`config.mk`:
```
export PLATFORM = sky130hd
export DESIGN_NAME = hilo_div
export DESIGN_NICKNAME = d
export VERILOG_FILES = /design/src/rtl/hilo_div.sv
export SDC_FILE = /design/constraint.sdc
export NUM_CORES = 1
export LEC_CHECK = 0
export CAP_MARGIN = 0
export CORE_ASPECT_RATIO = 1.5
export CORE_MARGIN = 2
export CORE_UTILIZATION = 49
export DETAILED_ROUTE_END_ITERATION = 7
export GPL_TIMING_DRIVEN = 1
export PLACE_DENSITY = 0.81
export RECOVER_POWER = 25
export SYNTH_ARGS = -nofsm -noshare
export SYNTH_HDL_FRONTEND = slang
export SYNTH_SLANG_ARGS = --single-unit
```
`constraint.sdc`:
```
create_clock -name clk -period 2.55 [get_ports clk]
set_input_delay 0.3825 -clock clk [delete_from_list [all_inputs] [get_ports clk]]
set_output_delay 0.3825 -clock clk [all_outputs]
set_load 0.03 [all_outputs]
```
`src/rtl/hilo_div.sv`:
```
// Multi-cycle 32/32 restoring divider producing {remainder, quotient} for HI/LO.
// Define HILO_DIV_SIGNED_EN to honour signed_div_i (DIV); otherwise every divide is DIVU.
module hilo_div (
   input  logic        clk,
   input  logic        rst,
   input  logic        start_i,
   input  logic        annul_i,
   input  logic        signed_div_i,
   input  logic [31:0] opdata1_i,
   input  logic [31:0] opdata2_i,
   output logic [63:0] result_o,
   output logic        ready_o,
   output logic        busy_o
);

   typedef enum logic [1:0] {
      ST_FREE   = 2'd0,
      ST_BYZERO = 2'd1,
      ST_ON     = 2'd2,
      ST_END    = 2'd3
   } state_t;

   state_t      state_q, state_d;
   logic [5:0]  cnt_q, cnt_d;
   logic [31:0] dividend_q, dividend_d;   // shifts out dividend bits, shifts in quotient bits
   logic [31:0] divisor_q, divisor_d;
   logic [31:0] rem_q, rem_d;
   logic [63:0] result_q, result_d;
   logic        ready_q, ready_d;
   logic        busy_q, busy_d;

   logic [33:0] trial;
   logic [31:0] op1_mag, op2_mag;
   logic [31:0] quo_fix, rem_fix;

`ifdef HILO_DIV_SIGNED_EN
   logic neg_quo_q, neg_quo_d;
   logic neg_rem_q, neg_rem_d;
   logic op1_neg, op2_neg;

   assign op1_neg = signed_div_i & opdata1_i[31];
   assign op2_neg = signed_div_i & opdata2_i[31];
   assign op1_mag = op1_neg ? (~opdata1_i + 32'd1) : opdata1_i;
   assign op2_mag = op2_neg ? (~opdata2_i + 32'd1) : opdata2_i;
   assign quo_fix = neg_quo_q ? (~dividend_q + 32'd1) : dividend_q;
   assign rem_fix = neg_rem_q ? (~rem_q + 32'd1) : rem_q;
`else
   logic sign_unused;

   assign sign_unused = signed_div_i;
   assign op1_mag     = opdata1_i;
   assign op2_mag     = opdata2_i;
   assign quo_fix     = dividend_q;
   assign rem_fix     = rem_q;
`endif

   // Partial remainder stays below the divisor, so {rem, bit} never exceeds 33 bits.
   assign trial = {1'b0, rem_q, dividend_q[31]} - {2'b00, divisor_q};

   always_comb begin
      state_d    = state_q;
      cnt_d      = cnt_q;
      dividend_d = dividend_q;
      divisor_d  = divisor_q;
      rem_d      = rem_q;
      result_d   = result_q;
      ready_d    = ready_q;
`ifdef HILO_DIV_SIGNED_EN
      neg_quo_d  = neg_quo_q;
      neg_rem_d  = neg_rem_q;
`endif

      case (state_q)
         ST_FREE: begin
            ready_d  = 1'b0;
            result_d = 64'd0;
            cnt_d    = 6'd0;
            if (start_i && !annul_i) begin
               dividend_d = op1_mag;
               divisor_d  = op2_mag;
               rem_d      = 32'd0;
`ifdef HILO_DIV_SIGNED_EN
               neg_quo_d  = op1_neg ^ op2_neg;
               neg_rem_d  = op1_neg;
`endif
               state_d    = (opdata2_i == 32'd0) ? ST_BYZERO : ST_ON;
            end
         end

         ST_BYZERO: begin
            ready_d  = 1'b0;
            result_d = 64'd0;
            cnt_d    = 6'd0;
            state_d  = annul_i ? ST_FREE : ST_END;
         end

         ST_ON: begin
            if (annul_i) begin
               state_d  = ST_FREE;
               ready_d  = 1'b0;
               result_d = 64'd0;
               cnt_d    = 6'd0;
            end else if (cnt_q == 6'd32) begin
               result_d = {rem_fix, quo_fix};
               ready_d  = 1'b1;
               state_d  = ST_END;
            end else begin
               if (!trial[33]) begin
                  rem_d      = trial[31:0];
                  dividend_d = {dividend_q[30:0], 1'b1};
               end else begin
                  rem_d      = {rem_q[30:0], dividend_q[31]};
                  dividend_d = {dividend_q[30:0], 1'b0};
               end
               cnt_d = cnt_q + 6'd1;
            end
         end

         ST_END: begin
            if (start_i) begin
               ready_d = 1'b1;
            end else begin
               state_d  = ST_FREE;
               ready_d  = 1'b0;
               result_d = 64'd0;
            end
         end

         default: state_d = ST_FREE;
      endcase

      busy_d = (state_d == ST_BYZERO) || (state_d == ST_ON);
   end

   always_ff @(posedge clk) begin
      if (rst) begin
         state_q    <= ST_FREE;
         cnt_q      <= 6'd0;
         dividend_q <= 32'd0;
         divisor_q  <= 32'd0;
         rem_q      <= 32'd0;
         result_q   <= 64'd0;
         ready_q    <= 1'b0;
         busy_q     <= 1'b0;
`ifdef HILO_DIV_SIGNED_EN
         neg_quo_q  <= 1'b0;
         neg_rem_q  <= 1'b0;
`endif
      end else begin
         state_q    <= state_d;
         cnt_q      <= cnt_d;
         dividend_q <= dividend_d;
         divisor_q  <= divisor_d;
         rem_q      <= rem_d;
         result_q   <= result_d;
         ready_q    <= ready_d;
         busy_q     <= busy_d;
`ifdef HILO_DIV_SIGNED_EN
         neg_quo_q  <= neg_quo_d;
         neg_rem_q  <= neg_rem_d;
`endif
      end
   end

   assign result_o = result_q;
   assign ready_o  = ready_q;
   assign busy_o   = busy_q;

endmodule

```
Word-level counts from Yosys, hierarchy flattened
Cells that the tools add are included.
- flip-flop bits (word level): 170
- bits of input ports: 69
- output and inout bits: 66
- logic and storage cells: 62
- add/subtract/negate cells: 2
- equality and inequality tests: 12
- multiplexer cells: 28
- reduce and logical (&&, ||, !) cells: 12
- operator list (cell ; count):
    $mux 32 ; 7
    $mux 64 ; 3
    $pmux 64 s3 ; 1
    $pmux 32 s2 ; 2
    $sub 33x32->34 ; 1
    $logic_not 32->1 ; 1
    $mux 2 ; 6
    $mux 6 ; 2
    $pmux 6 s2 ; 1
    $ne 2x2->1 const B ; 4
    $pmux 2 s4 ; 1
    $add 6x1->6 const B ; 1
    $eq 2x2->1 const B ; 3
    $eq 6x6->1 const B ; 1
    $ne 3x3->1 const B ; 2
    $reduce_and 2->1 ; 3
    $eq 2x1->1 const B ; 2
    $mux 1 ; 4
    $reduce_and 4->1 ; 1
    $reduce_bool 2->1 ; 2
    $pmux 1 s3 ; 1
    $logic_not 2->1 ; 1
    $reduce_or 2->1 ; 1
    $logic_and 1x1->1 ; 1
    other kinds (2) ; 2

Depth between registers and ports, before layout
Gate-level depths: netlist of run 1.
- word-level depth: 6
- depth in mapped cells: 13
- mapped depth without buffers: 12

Least setup slack after synthesis of run 1
No wires, ideal clock.
- path type: reg-to-reg
- from: reg dividend_q[31]
- to: reg rem_q[20] (netlist: rem_fix[20])
- library setup time: 0.070 ns
- arrival time: 2.611 ns
- data required time: 2.480 ns
- path slack: -0.131 ns
- cell stages (with the launch flop): 13
- path buffers: 0
- period minus slack after synthesis: 2.681 ns
- path through: dfxtp_1 -> inv_1 -> ha_1 -> inv_1 -> fa_1 -> a211oi_1 -> nor3_1 -> o211a_1 -> o2111ai_1 -> a21oi_1 -> or4_1 -> o311a_1 -> o21ai_1
- longest elaborated chain between the ends: 5
- ends and longest elaborated chain (what ; line ; RTL):
    start: declaration ; 25 ; logic [31:0] dividend_q, dividend_d;
    start signal: assignment ; 152 ; dividend_q <= dividend_d;
    $sub 33x32->34 ; 58 ; assign trial = {1'b0, rem_q, dividend_q[31]} - {2'b00, divisor_q};
    $mux 32 ; 108 ; if (!trial[33]) begin
    $mux 32 ; 103 ; end else if (cnt_q == 6'd32) begin
    $mux 32 ; 98 ; if (annul_i) begin
    $pmux 32 s2 ; 73 ; case (state_q)
    end signal: assignment ; 154 ; rem_q <= rem_d;
    end: declaration ; 27 ; logic [31:0] rem_q, rem_d;
No other way between the ends. The select of a mux whose other input is x is not followed.
A chain may end at the register's enable or synchronous reset.

Worst setup path in the final report of run 1
Same ends and word-level chain as after synthesis.

==> results of run 1 <==
-- metal layers --
layer  GRT usage [%]  routed length (um)  vias up
li1                -                   -     4105
met1            26.7                9100     4011
met2            47.8               13000      265
met3            7.34                1560       79
met4            18.2                1760        0
met5               0                   0        -
-- path summary, 6_finish.rpt --
kind | endpoint | slack (ps) | from
setup reg to reg | rem_fix[20]$_SDFFE_PP0P_ | -130 | dividend_q[31]$_SDFFE_PP0P_
hold reg to reg | result_o[48]$_SDFFE_PP0P_ | 450 | result_o[48]$_SDFFE_PP0P_
setup / recovery | rem_fix[20]$_SDFFE_PP0P_ | -130 | dividend_q[31]$_SDFFE_PP0P_
hold / removal | state_q[0]$_SDFF_PP0_ | 340 | rst
-- what timing repair did --
action	CTS	global route
hold buffers	0	0
setup buffers	7	4
gates resized for setup	34	26
pin swaps	21	8
cloned	1	2
setup endpoints to repair	33	32
-- flip-flops by register name, indices dropped and copies added (netlist names) --
signal and cells:
divisor_q 32, ready_o 1, dividend_q 32, result_o 64, busy_o 1, rem_fix 32
state_q 2, cnt_q 6
-- power by group through the flow --
stage                     clock network [uW]  registers, uW  logic [uW]
after global placement                     0           2840        1370
final                                   2540           2790        1670
after global routing                    2690           2800        1790
after CTS                               2570           2790        1530
after detailed placement                   0           2840        1390
after floorplan                            0           2840         917
-- synthesized netlist by cell type (20+ instances only) --
cell        n  area, um^2
a211oi_1   37         278
nor2_1     61         229
a21oi_1   127         636
o21ai_0    22         110
mux2i_1    41         410
nand3_1    89         445
xnor2_1    20         175
clkbuf_1   67         251
ha_1       34         425
inv_1      43         161
nand2_1   183         687
dfxtp_1   170        3400
-- critical path: stages, from the launching register on --
cell and delay (ps):
dfxtp_2 320, inv_2 70, ha_4 130, inv_2 30, fa_2 360, a211oi_4 250, nor3_2 80, o211a_1 290
o2111ai_2 250, a21oi_2 100, or4_1 470, o311a_1 150, o21ai_1 110
-- cell families (layout without fill, tap and decap cells) --
kind of cell    after synthesis  count (layout)  share of synthesized area, %
compound gates              281             281                          21.7
xor+xnor                     32              32                          3.28
fa+ha+maj                    35              35                          5.21
buf+inv                     120             321                          5.83
flops                       170             170                          39.8
mux                          41              41                          4.80
simple gates                380             380                          19.5
-- per-stage QoR --
| stage | hold slack, ps | setup WS, ps | std cells |
|---|---|---|---|
| after floorplan | 436 | 21.8 | 1059 |
| after CTS | 321 | -56.9 | 1467 |
| after global placement | 437 | -248 | 1427 |
| after global routing | 334 | -188 | 1473 |
| after detailed placement | 444 | -306 | 1427 |
| final | 336 | -128 | 1473 |
-- layout make-up --
class / count / area (um^2) / area share [%]
sequential: 170 / 3410 / 29.2
clock buffer: 21 / 450 / 3.85
multi-input combinational: 769 / 4970 / 42.4
clock inverter: 11 / 120 / 1.03
timing repair buffer: 246 / 2330 / 19.9
tap: 213 / 267 / 2.28
inverter: 43 / 161 / 1.38
==> results.cfg, run 1 <==
[power]
switchingPower_uw = 1990
irDropWorstVdd_v = 0.000477
power_frac_comb_pct = 23.9
switching_share_pct = 28.4
power.leakage_uw = 0.00469
power_uw = 7000
pwr-share-clk_pct = 36.3
power_frac_seq_pct = 39.8
intPower_uw = 5010
power.density_nw_per_um2 = 598

[floorplan]
fp.dieW_um = 112
start_util_pct = 49.7
dieArea_um2 = 18600
core-area_um2 = 17200
num_rows = 59
die-height_um = 166
ioPinCount = 135

[timing]
maxSlewHeadroom_pct = 42.5
period_minus_slack_ps = 2680
skew_ps = 14.9
tightest_slew_ps = 854
timing.final.crit_share_pct = 105
rsz0062_at_grt = yes
slew_violations = 0
max_freq_ghz = 0.373
hold_viol = 0
setup_viol = 20
setup-tns-final_ps = -892
setup_ws_ps = -128

[setup_path]
start_kind = flop
worstSetupPathType = reg -> reg
arrival_ps = 3040
reg2reg_depth = 12
crit_fanout = 4
endpoint_kind = flop
required_ps = 2910

[detailed_routing]
first_iter_violations = 376
routed_via_density = 5.74
wl_um = 25400
drc = 0
wl_per_cell_um = 17.3
drtPass1Iterations = 5
vias = 8460
ant_nets = 0

[global_routing]
track_usage_pct = 26.8
grt_max_degree = 65
overflow = 0
grt_pass1_wl_um = 40200
grt_pass1_vias = 8405
grt_antenna_before_repair = 0

[final_layout]
antennaDiodeCount = 0
fin_nets = 1351
layout_common_cells = nand2_1, dfxtp_1, a21oi_1
fill_cells = 1329
final_cell_area_um2 = 11700
mostFrequentLayoutCell = nand2_1
drive_gt1_share_pct = 17.5
final_core_util_pct = 68.1
syn2layout_area_growth_pct = 36.9

[cts]
cts_tree = done
cts_buffers = 17
htreeDepth = 4
cts.path.max_buffers = 2
root_buffer = clkbuf_16
clkLatencyLatePin_ps = 440
cts.sinks = 170
clkTransAtPathRegs_ps = 70

[synth]
syn_inst = 1059
synthArstFlopShare_pct = 0
yosysSeqAreaShare_pct = 39.8
synthDistinctLibCells = 52
netlist_area_um2 = 8560
ys_ff_latch = 170
synth_warnings = 0
ys.flop_type = dfxtp_1
post_synth.cell_area_avg_um2 = 8.08
synthesis.nets = 1163
synth_edf_count = 0

[run]
drv_cap = 0

[place]
gp_congestion = 0.954
place_area_um2 = 10700
post-dp-hpwl_um = 17500
portBuffers = 133

[outcome]
outcome = finished, violations left
violations = negative setup slack

[worst_hold_path]
worstHoldPathCells = 2
hold_path.class = in -> reg
(Power assumes the default switching activity.)
==> run 2, diff against run 1 <==
--- a/config.mk
+++ b/config.mk
@@ -9,6 +9,7 @@
 export CORE_ASPECT_RATIO = 1.5
 export CORE_MARGIN = 2
 export CORE_UTILIZATION = 49
+export CTS_CLUSTER_SIZE = 40
 export DETAILED_ROUTE_END_ITERATION = 7
 export GPL_TIMING_DRIVEN = 1
 export PLACE_DENSITY = 0.81
==> results of run 2 <==
No change in the layout: final DEF, timing and power equal those of run 1.
==> run 3, diff against run 2 <==
--- a/config.mk
+++ b/config.mk
@@ -9,6 +9,7 @@
 export CORE_ASPECT_RATIO = 1.5
 export CORE_MARGIN = 2
 export CORE_UTILIZATION = 49
+export CTS_CLUSTER_DIAMETER = 40
 export CTS_CLUSTER_SIZE = 40
 export DETAILED_ROUTE_END_ITERATION = 7
 export GPL_TIMING_DRIVEN = 1
==> results of run 3 <==
No change in the layout: final DEF, timing and power equal those of run 1.
